### src/rtl/stego_addr_sequencer_pkg.sv
// Shared types and constants for the steganography address sequencer.
// Holds the pass states, the legal bits-per-pixel range and the bit cursor width.
package stego_pkg;

   typedef enum logic [2:0] {
      S_IDLE,
      S_WAIT,
      S_PRIME,
      S_RUN,
      S_DONE
   } state_e;

   localparam int BPP_MIN   = 1;
   localparam int BPP_MAX   = 6;
   localparam int BIT_PTR_W = 5;

   function automatic logic bpp_ok(input logic [2:0] bpp);
      return (int'(bpp) >= BPP_MIN) && (int'(bpp) <= BPP_MAX);
   endfunction

endpackage

### src/rtl/stego_addr_sequencer_if.sv
// Control/status bundle between the encode-pass controller and the address sequencer.
// The master starts passes and feeds pixel flags; the sequencer (slave) returns the addresses.
interface stego_addr_sequencer_if #(
   parameter int IMG_AW  = 16,
   parameter int DATA_AW = 12
);
   logic               start;
   logic [2:0]         bpp;
   logic               edge_only;
   logic [DATA_AW-1:0] msg_words;
   logic               pix_valid;
   logic               flag_img_start;
   logic               flag_edge;
   logic [IMG_AW-1:0]  img_addr;
   logic [IMG_AW-1:0]  enc_addr;
   logic [DATA_AW-1:0] data_addr;
   logic [4:0]         bit_ptr;
   logic               embed_en;
   logic               busy;
   logic               msg_done;
   logic               done;
   logic               cfg_err;

   modport master (
      output start, bpp, edge_only, msg_words, pix_valid, flag_img_start, flag_edge,
      input  img_addr, enc_addr, data_addr, bit_ptr, embed_en, busy, msg_done, done, cfg_err
   );

   modport slave (
      input  start, bpp, edge_only, msg_words, pix_valid, flag_img_start, flag_edge,
      output img_addr, enc_addr, data_addr, bit_ptr, embed_en, busy, msg_done, done, cfg_err
   );
endinterface

### src/rtl/stego_addr_sequencer_bit_cursor.sv
// Message bit cursor: walks bpp-sized bit groups through each message word and
// raises msg_done when the word address reaches the latched message length.
module stego_bit_cursor
   import stego_pkg::*;
#(
   parameter int DATA_AW = 12,
   parameter int DATA_W  = 24
) (
   input  logic                 clk,
   input  logic                 rst,
   input  logic                 clear_i,
   input  logic                 clear_empty_i,
   input  logic                 embed_i,
   input  logic [2:0]           bpp_i,
   input  logic [DATA_AW-1:0]   msg_words_i,
   output logic [BIT_PTR_W-1:0] bit_ptr_o,
   output logic [DATA_AW-1:0]   data_addr_o,
   output logic                 msg_done_o
);
   localparam logic [5:0] WORD_BITS = 6'(DATA_W);

   logic [BIT_PTR_W-1:0] bit_ptr_q, bit_ptr_d;
   logic [DATA_AW-1:0]   data_addr_q, data_addr_d, data_inc;
   logic                 msg_done_q, msg_done_d;
   logic [5:0]           lookahead;

   // If the group after this one would not fit, the word tail is padding and we move on.
   assign lookahead = {1'b0, bit_ptr_q} + {2'b00, bpp_i, 1'b0};
   assign data_inc  = data_addr_q + DATA_AW'(1);

   always_comb begin
      bit_ptr_d   = bit_ptr_q;
      data_addr_d = data_addr_q;
      msg_done_d  = msg_done_q;
      if (clear_i) begin
         bit_ptr_d   = '0;
         data_addr_d = '0;
         msg_done_d  = clear_empty_i;
      end else if (embed_i) begin
         if (lookahead > WORD_BITS) begin
            bit_ptr_d   = '0;
            data_addr_d = data_inc;
            if (data_inc == msg_words_i) begin
               msg_done_d = 1'b1;
            end
         end else begin
            bit_ptr_d = bit_ptr_q + BIT_PTR_W'(bpp_i);
         end
      end
   end

   always_ff @(posedge clk) begin
      if (rst) begin
         bit_ptr_q   <= '0;
         data_addr_q <= '0;
         msg_done_q  <= 1'b0;
      end else begin
         bit_ptr_q   <= bit_ptr_d;
         data_addr_q <= data_addr_d;
         msg_done_q  <= msg_done_d;
      end
   end

   assign bit_ptr_o   = bit_ptr_q;
   assign data_addr_o = data_addr_q;
   assign msg_done_o  = msg_done_q;

endmodule

### src/rtl/stego_addr_sequencer.sv
// Encode-pass address sequencer: pass FSM, header/prime skipping, image and encoder
// address counters, latched pass configuration and the embed enable for the pixel encoder.
module stego_addr_sequencer
   import stego_pkg::*;
#(
   parameter int IMG_AW     = 16,
   parameter int IMG_PIXELS = 65536,
   parameter int DATA_AW    = 12,
   parameter int DATA_W     = 24,
   parameter int PRIME_CYC  = 1
) (
   input logic                   clk,
   input logic                   rst,
   stego_addr_sequencer_if.slave bus
);
   localparam logic [IMG_AW-1:0] IMG_LAST   = IMG_AW'(IMG_PIXELS - 1);
   localparam logic [15:0]       PRIME_LAST = (PRIME_CYC > 0) ? 16'(PRIME_CYC - 1) : 16'd0;

   state_e               state_q;
   logic                 busy_q;
   logic                 done_q;
   logic                 cfg_err_q;
   logic [2:0]           bpp_q;
   logic                 edge_only_q;
   logic [DATA_AW-1:0]   msg_words_q;
   logic [IMG_AW-1:0]    img_addr_q;
   logic [IMG_AW-1:0]    enc_addr_q;
   logic [15:0]          prime_cnt_q;

   logic                 can_start, start_ok, start_bad, last_px, embed_en, msg_done;
   logic [BIT_PTR_W-1:0] bit_ptr;
   logic [DATA_AW-1:0]   data_addr;

   assign can_start = bus.start && ((state_q == S_IDLE) || (state_q == S_DONE));
   assign start_ok  = can_start && bpp_ok(bus.bpp);
   assign start_bad = can_start && !bpp_ok(bus.bpp);
   assign last_px   = (img_addr_q == IMG_LAST);
   assign embed_en  = (state_q == S_RUN) && bus.pix_valid && !msg_done &&
                      (!edge_only_q || bus.flag_edge);

   always_ff @(posedge clk) begin
      if (rst) begin
         state_q     <= S_IDLE;
         busy_q      <= 1'b0;
         done_q      <= 1'b0;
         cfg_err_q   <= 1'b0;
         bpp_q       <= '0;
         edge_only_q <= 1'b0;
         msg_words_q <= '0;
         img_addr_q  <= '0;
         enc_addr_q  <= '0;
         prime_cnt_q <= '0;
      end else begin
         done_q <= 1'b0;
         case (state_q)
            S_IDLE, S_DONE: begin
               state_q <= S_IDLE;
               if (start_ok) begin
                  state_q     <= S_WAIT;
                  busy_q      <= 1'b1;
                  cfg_err_q   <= 1'b0;
                  bpp_q       <= bus.bpp;
                  edge_only_q <= bus.edge_only;
                  msg_words_q <= bus.msg_words;
                  img_addr_q  <= '0;
                  enc_addr_q  <= '0;
                  prime_cnt_q <= '0;
               end else if (start_bad) begin
                  cfg_err_q <= 1'b1;
               end
            end
            S_WAIT: begin
               if (bus.pix_valid) begin
                  if (!last_px) img_addr_q <= img_addr_q + IMG_AW'(1);
                  if (bus.flag_img_start) begin
                     prime_cnt_q <= '0;
                     if (PRIME_CYC == 0) state_q <= S_RUN;
                     else                state_q <= S_PRIME;
                  end
               end
            end
            S_PRIME: begin
               if (bus.pix_valid) begin
                  if (!last_px) img_addr_q <= img_addr_q + IMG_AW'(1);
                  if (prime_cnt_q == PRIME_LAST) state_q <= S_RUN;
                  else                           prime_cnt_q <= prime_cnt_q + 16'd1;
               end
            end
            S_RUN: begin
               // The final pixel ends the pass without wrapping the image address.
               if (bus.pix_valid) begin
                  enc_addr_q <= enc_addr_q + IMG_AW'(1);
                  if (last_px) begin
                     state_q <= S_DONE;
                     busy_q  <= 1'b0;
                     done_q  <= 1'b1;
                  end else begin
                     img_addr_q <= img_addr_q + IMG_AW'(1);
                  end
               end
            end
            default: state_q <= S_IDLE;
         endcase
      end
   end

   stego_bit_cursor #(
      .DATA_AW (DATA_AW),
      .DATA_W  (DATA_W)
   ) u_cursor (
      .clk           (clk),
      .rst           (rst),
      .clear_i       (start_ok),
      .clear_empty_i (bus.msg_words == '0),
      .embed_i       (embed_en),
      .bpp_i         (bpp_q),
      .msg_words_i   (msg_words_q),
      .bit_ptr_o     (bit_ptr),
      .data_addr_o   (data_addr),
      .msg_done_o    (msg_done)
   );

   assign bus.img_addr  = img_addr_q;
   assign bus.enc_addr  = enc_addr_q;
   assign bus.data_addr = data_addr;
   assign bus.bit_ptr   = bit_ptr;
   assign bus.embed_en  = embed_en;
   assign bus.busy      = busy_q;
   assign bus.msg_done  = msg_done;
   assign bus.done      = done_q;
   assign bus.cfg_err   = cfg_err_q;

endmodule

### src/flat_wrapper.sv
// flat-port wrapper written by rule: the top's interface ports become plain ports
module stego_addr_sequencer_flat import stego_pkg::*;
#(
   parameter int IMG_AW     = 16,
   parameter int IMG_PIXELS = 65536,
   parameter int DATA_AW    = 12,
   parameter int DATA_W     = 24,
   parameter int PRIME_CYC  = 1
)
  (clk, rst, bus_start, bus_bpp, bus_edge_only, bus_msg_words, bus_pix_valid, bus_flag_img_start, bus_flag_edge, bus_img_addr, bus_enc_addr, bus_data_addr, bus_bit_ptr, bus_embed_en, bus_busy, bus_msg_done, bus_done, bus_cfg_err);
  stego_addr_sequencer_if #(.IMG_AW(IMG_AW), .DATA_AW(DATA_AW)) bus_i ();
  input logic clk;
  input logic rst;
  input wire logic [$bits(bus_i.start)-1:0] bus_start;
  input wire logic [$bits(bus_i.bpp)-1:0] bus_bpp;
  input wire logic [$bits(bus_i.edge_only)-1:0] bus_edge_only;
  input wire logic [$bits(bus_i.msg_words)-1:0] bus_msg_words;
  input wire logic [$bits(bus_i.pix_valid)-1:0] bus_pix_valid;
  input wire logic [$bits(bus_i.flag_img_start)-1:0] bus_flag_img_start;
  input wire logic [$bits(bus_i.flag_edge)-1:0] bus_flag_edge;
  output wire logic [$bits(bus_i.img_addr)-1:0] bus_img_addr;
  output wire logic [$bits(bus_i.enc_addr)-1:0] bus_enc_addr;
  output wire logic [$bits(bus_i.data_addr)-1:0] bus_data_addr;
  output wire logic [$bits(bus_i.bit_ptr)-1:0] bus_bit_ptr;
  output wire logic [$bits(bus_i.embed_en)-1:0] bus_embed_en;
  output wire logic [$bits(bus_i.busy)-1:0] bus_busy;
  output wire logic [$bits(bus_i.msg_done)-1:0] bus_msg_done;
  output wire logic [$bits(bus_i.done)-1:0] bus_done;
  output wire logic [$bits(bus_i.cfg_err)-1:0] bus_cfg_err;
  assign bus_i.start = bus_start;
  assign bus_i.bpp = bus_bpp;
  assign bus_i.edge_only = bus_edge_only;
  assign bus_i.msg_words = bus_msg_words;
  assign bus_i.pix_valid = bus_pix_valid;
  assign bus_i.flag_img_start = bus_flag_img_start;
  assign bus_i.flag_edge = bus_flag_edge;
  assign bus_img_addr = bus_i.img_addr;
  assign bus_enc_addr = bus_i.enc_addr;
  assign bus_data_addr = bus_i.data_addr;
  assign bus_bit_ptr = bus_i.bit_ptr;
  assign bus_embed_en = bus_i.embed_en;
  assign bus_busy = bus_i.busy;
  assign bus_msg_done = bus_i.msg_done;
  assign bus_done = bus_i.done;
  assign bus_cfg_err = bus_i.cfg_err;
  stego_addr_sequencer #(.IMG_AW(IMG_AW), .IMG_PIXELS(IMG_PIXELS), .DATA_AW(DATA_AW), .DATA_W(DATA_W), .PRIME_CYC(PRIME_CYC)) u_core (.clk(clk), .rst(rst), .bus(bus_i));
endmodule
### config.mk
export PLATFORM = sky130hd
export DESIGN_NAME = stego_addr_sequencer_flat
export DESIGN_NICKNAME = d
export VERILOG_FILES = /design/src/rtl/stego_addr_sequencer_pkg.sv /design/src/rtl/stego_addr_sequencer_if.sv /design/src/rtl/stego_addr_sequencer_bit_cursor.sv /design/src/rtl/stego_addr_sequencer.sv /design/src/flat_wrapper.sv
export SDC_FILE = /design/constraint.sdc
export NUM_CORES = 1
export LEC_CHECK = 0
export CORE_MARGIN = 5
export CORE_UTILIZATION = 50
export CTS_CLUSTER_DIAMETER = 60
export DETAILED_ROUTE_END_ITERATION = 8
export GPL_TIMING_DRIVEN = 0
export PLACE_DENSITY = 0.76
export SYNTH_ARGS = -nofsm -noshare
export SYNTH_HDL_FRONTEND = slang
export SYNTH_SLANG_ARGS = --single-unit
### constraint.sdc
create_clock -name clk -period 2.9 [get_ports clk]
set_input_delay 0.29 -clock clk [delete_from_list [all_inputs] [get_ports clk]]
set_output_delay 0.29 -clock clk [all_outputs]
set_load 0.02 [all_outputs]
## After elaboration in Yosys (flattened, before gate mapping)

Cells that the tools add are included.
W data, S select, Z words.

- Logic and storage cells: 106
- Flip-flop bits (word level): 88
- Output and inout bits: 54

- Magnitude comparators: 3
- Equality and inequality tests: 16
- Multiplexer cells: 31
- $add $sub $neg: 6
- Reductions and logical operators: 35
- Bitwise logic cells: 2

Operators with widths:

| cell | number |
|---|---|
| $mux W16 | 8 |
| $pmux W16 S2 | 2 |
| $add A16 B1 Y16 const B | 3 |
| $pmux W16 S3 | 1 |
| $mux W3 | 6 |
| $eq A16 B16 Y1 const B | 1 |
| $logic_not A16 Y1 | 1 |
| $add A12 B1 Y12 const B | 1 |
| $eq A12 B12 Y1 | 1 |
| $logic_not A12 Y1 | 1 |
| $ne A2 B2 Y1 const B | 6 |
| $pmux W3 S4 | 1 |
| $reduce_and A6 Y1 | 2 |
| $reduce_bool A2 Y1 | 6 |
| $mux W1 | 11 |
| $ne A2 B1 Y1 const B | 4 |
| $reduce_and A4 Y1 | 2 |
| $logic_and A1 B1 Y1 | 7 |
| $add A5 B4 Y6 | 1 |
| $eq A3 B2 Y1 const B | 2 |
| $gt A6 B5 Y1 const B | 1 |
| $reduce_and A2 Y1 | 3 |
| $reduce_and A3 Y1 | 2 |
| $reduce_or A3 Y1 | 2 |
| 13 further kinds | 18 |

## Depth between registers and ports, before layout

- Depth after elaboration: 6
- Mapped depth: 10
- Gate-level depth less buffers: 9

## Hierarchy

A second synthesis with hierarchy kept.

- Cell total of the unflattened synthesis: 586
- Area total of the unflattened synthesis: 4,803.4 µm²

By module, submodules not included:

| module | area each (µm²) | sequential area each (µm²) | cells an instance | times used |
|---|---|---|---|---|
| stego_addr_sequencer | 3,378.2 | 1,401.3 | 406 | 1 |
| stego_bit_cursor | 1,425.1 | 360.3 | 180 | 1 |

## Worst setup path before layout

OpenSTA, ideal clock, no wires.

- Path type: reg2reg
- From: register u_core.u_cursor.bit_ptr_q[1] (netlist: u_core.u_cursor.bit_ptr_o[1])
- To: register u_core.u_cursor.data_addr_q[4] (netlist: u_core.u_cursor.data_addr_o[4])
- Arrival time: 2.545 ns
- Library setup time: 0.128 ns
- Path slack: 0.227 ns
- Path buffers: 0
- Stages on the path, launching flop included: 10
- Period minus slack after synthesis: 2.673 ns
- Cell sequence: dfxtp_1 ha_1 inv_1 fa_1 nor3b_1 nand2b_1 o221ai_1 or3b_2 xor2_1 nor2_1

- Word-level cells in the longest chain between the ends: 3

RTL lines:

| element | line | text |
|---|---|---|
| start: declaration | stego_addr_sequencer_bit_cursor.sv:22 | `logic [BIT_PTR_W-1:0] bit_ptr_q, bit_ptr_d;` |
| start signal: assignment | stego_addr_sequencer_bit_cursor.sv:58 | `bit_ptr_q <= bit_ptr_d;` |
| $add A5 B4 Y6 | stego_addr_sequencer_bit_cursor.sv:28 | `assign lookahead = {1'b0, bit_ptr_q} + {2'b00, bpp_i, 1'b0};` |
| $gt A6 B5 Y1 | stego_addr_sequencer_bit_cursor.sv:40 | `if (lookahead > WORD_BITS) begin` |
| $reduce_and A2 Y1 (no line) | -- |  |
| end signal: assignment | stego_addr_sequencer_bit_cursor.sv:59 | `data_addr_q <= data_addr_d;` |
| end: declaration | stego_addr_sequencer_bit_cursor.sv:23 | `logic [DATA_AW-1:0] data_addr_q, data_addr_d, data_inc;` |

Every way passes these cells.
A chain may end at the register's enable or synchronous reset.

## Worst setup path in the final report

- From: input bus_pix_valid
- To: output bus_embed_en

- Word-level cells in the longest chain between the ends: 3

RTL lines:

| element | line | text |
|---|---|---|
| start: declaration | flat_wrapper.sv:18 | `input wire logic [$bits(bus_i.pix_valid)-1:0] bus_pix_valid;` |
| $logic_and A1 B1 Y1 (3 in series) | stego_addr_sequencer.sv:38 | `assign embed_en = (state_q == S_RUN) && bus.pix_valid && !msg_done &&` |
| end: declaration | flat_wrapper.sv:25 | `output wire logic [$bits(bus_i.embed_en)-1:0] bus_embed_en;` |

Every way passes these cells.

==> impl_metrics.csv <==
group,metric,value,unit
drt,via_per_inst,5.668,
finish,multiInputGateArea,2620,µm²
critical_path,worstSetupEndpointType,"output port",
sta,fin_ws,0.1819,ns
critical_path,r2r_cells,9,
sta,tightest_slew,0.5587,ns
drt,routed_wl,11520,µm
drt,met3_length,777,µm
sta,fin_crit_sh,93.73,%
clock_network,cts_max_path_buffers,2,
grt,grt_pass1_wl,19310,µm
sta,finalCriticalPeriod,2.718,ns
clock_network,worstSkewPairLatency,0.35,ns
die,die_y,105.2,µm
power,leakage,1.948,nW
place,place_area,5405,µm²
yosys,synth_area_leaders,"dfxtp_1, xnor2_1, xor2_1",
critical_path,worst-path-stages,5,
sta,hold_viol_final,0,
yosys,syn_area_per_cell,8.220,µm²
drt,drc,0,
finish,design_area,5699,µm²
grt,grt_max_degree,15,
clock_network,clkSlewWorstSetupHoldPaths,0.09,ns
drt,drt-initial-drc-count,185,
critical_path,required,2.61,ns
grt,grt_use_total,20.81,%
critical_path,crit_path_cell_trace,"clkdlybuf4s50_1, nand4b_1, nor3_4, clkbuf_2, clkdlybuf4s50_1",
place,port_buffers,74,
die,io_pins,76,
yosys,yosys-top-cells-count,"dfxtp_1, nor2_1, nand2_1, a21oi_1",
die,coreArea,8763,µm²
finish,final_nets,672,
yosys,synth.top_cell.area_share,38.90,%
yosys,netlist_area,4529,µm²
critical_path,arrival,2.43,ns
yosys,ys_ff_latch,88,
sta,slew_headroom,62.75,%
finish,synthToLayoutAreaGrowth,25.83,%
drt,routed-wl-met2,5599,µm
drt,first_pass_iters,5,
clock_network,cts_sinks,88,
grt,overflow,0,
critical_path,cp_top_family,"buffers and inverters",
die,rows,34,
min_path,hold_class,"primary input to flip-flop",
yosys,synth_cell_type_count,56,
critical_path,critPathBufInv,3,
grt,grt_pass1_vias,4069,
yosys,synthArstFlopShare,0,%
drt,vias,4245,
sta,drv_slew,0,
yosys,yosysSeqAreaShare,38.90,%
drt,wl_met1,4904,µm
finish,seqCellArea,1762,µm²
yosys,synth_edf_count,0,
yosys,synthMostInstantiatedCell,"dfxtp_1",
sta,setup_viol,0,
grt,antenna_found_initial,0,
critical_path,setup.worst_path.class,"primary input to output port",
sta,timing.hold.ws,0.3831,ns
yosys,syn_inst,551,
finish,diodes,0,
job,maxCapViolations,0,
critical_path,cp_common_cell,"clkdlybuf4s50_1",
yosys,yosys_warnings,0,
clock_network,cts.hold.buffers_added,0,
die,dieArea,11060,µm²
sta,skew,0.008540,ns
sta,fmax,0.3679,GHz
critical_path,slowest_stage,"clkdlybuf4s50_1",
finish,drive_above_1_share,6.084,%
drt,wl_per_cell,15.38,µm
die,dieWidth,105.2,µm
yosys,yosysTopAreaCell,"dfxtp_1",
drt,maxUsedRoutingLayer,"met4",
power,power_density,576.6,nW/µm²
place,hpwl,8401,µm
clock_network,root_buffer,"clkbuf_8",
die,initial_utilization,51.68,%
critical_path,crit_fanout,10,
clock_network,htreeDepth,3,
outcome,status,"finished clean",
power,vdd_drop_max,0.2741,mV
clock_network,cts_tree,"done",
finish,nFillCells,760,
place,preCtsSetupSlack,-0.2802,ns
drt,ant_nets,0,
yosys,postSynthNetCount,586,
min_path,holdPathStages,2,
yosys,synthFlopType,"dfxtp_1",
clock_network,cts_buffers,9,
critical_path,cp-start-kind,"primary input",
critical_path,critical_path.max_stage_delay,0.65,ns
sta,rsz0062_at_grt,"no",
place,gp_congestion,0.9201,
## cells in the final DEF, fill, tap and decap left out, types with 2 or more instances in the layout
master            n
dfxtp_1          88
clkdlybuf4s50_1  74
nor2_1           69
nand2_1          67
a21oi_1          39
xnor2_1          33
xor2_1           33
nand3_1          24
inv_1            18
o21ai_0          18
clkbuf_1         13
nand4_1          12
ha_1             11
nor3_1           10
clkbuf_8         10
nor3_2            9
and3_1            8
nor4_1            8
or3_1             7
and4_1            7
nor2b_1           6
nand2b_1          6
o2111ai_1         5
buf_1             4
a21o_1            4
bufinv_16         4
buf_2             3
nand4b_1          3
nor3b_1           3
and2_1            3
clkbuf_2          2
nand3b_1          2
mux2i_1           2
o22ai_1           2
or3b_1            2
o21a_1            2
a31oi_1           2
fa_1              2
## final cells by class
type | count | share of cell area, %
plain buffers | 23 | 1.756
clock buffers | 10 | 2.415
clock inverters | 5 | 2.261
inverters | 18 | 1.186
multi-input cells | 422 | 45.97
flip-flops and latches | 88 | 30.91
well taps | 108 | 2.371
repair buffers | 75 | 13.13
## state kept, by name, indices dropped and copies added (netlist names), 3 cells and up
signal	flops
u_core.bpp_q	3
u_core.bus.enc_addr	16
u_core.bus.img_addr	16
u_core.msg_words_q	12
u_core.prime_cnt_q	16
u_core.state_q	3
u_core.u_cursor.bit_ptr_o	5
u_core.u_cursor.data_addr_o	12
## through the flow
stage                     std cells  power [mW]  utilization [%]  setup TNS, ns
final                           749       3.286            65.03              0
after global routing            749       3.446            65.03              0
after CTS                       748       3.298            64.88       -0.01795
after detailed placement        733       2.181            61.68         -3.113
after global placement          733       2.156            61.68         -1.067
after floorplan                 551       1.922                -              0
## timing repair
item                                    in CTS  in global routing
gates resized for setup                      3                  3
endpoints found under the setup margin       8                 10
hold endpoints to repair                     0                  0
pin swaps                                    0                  1
setup buffers                                0                  1
## worst register-to-register path, delay by kind of cell (launching register included)
kind / cells / cell delay, ns
AO/OA/AOI/OAI: 1 / 0.41
XOR/XNOR: 1 / 0.14
adder cells (fa/ha/maj): 2 / 0.62
buffers and inverters: 1 / 0.06
flip-flops: 1 / 0.45
AND/OR/NAND/NOR: 4 / 0.89
## where the power goes
part | total (mW) | switching, mW | leakage, nW | internal, mW
sequential | 1.37 | 0.0767 | 0.712 | 1.29
clock | 1.11 | 0.432 | 0.133 | 0.680
combinational | 0.808 | 0.501 | 1.10 | 0.306
total | 3.29 | 1.01 | 1.95 | 2.28
## per-layer routing
metal	vias to the layer above	GRT usage (%)
li1	2088	-
met1	1981	25.89
met2	148	35.61
met3	28	3.637
met4	0	8.311
met5	-	0
## worst paths after layout
kind | startpoint | endpoint | slack (ns)
worst max-delay path | bus_pix_valid | bus_embed_en | 0.18
worst min-delay path | rst | u_core.bus.done | 0.38
worst max register to register | u_core.u_cursor.bit_ptr_o[1] | u_core.u_cursor.data_addr_o[4] | 0.20
worst min register to register | u_core.msg_words_q[9] | u_core.msg_words_q[9] | 0.48
## logic make-up after synthesis
group / Yosys count / synth area share (%)
and+or+nand+nor: 255 / 28.90
xor gates and xnor gates: 66 / 12.76
DFF: 88 / 38.90
muxes: 2 / 0.4420
buffers and inverters: 41 / 3.646
AOI/OAI and AO/OA: 86 / 11.44
adders and majority gates: 13 / 3.923
No activity file was read; power rests on OpenSTA's default activity.
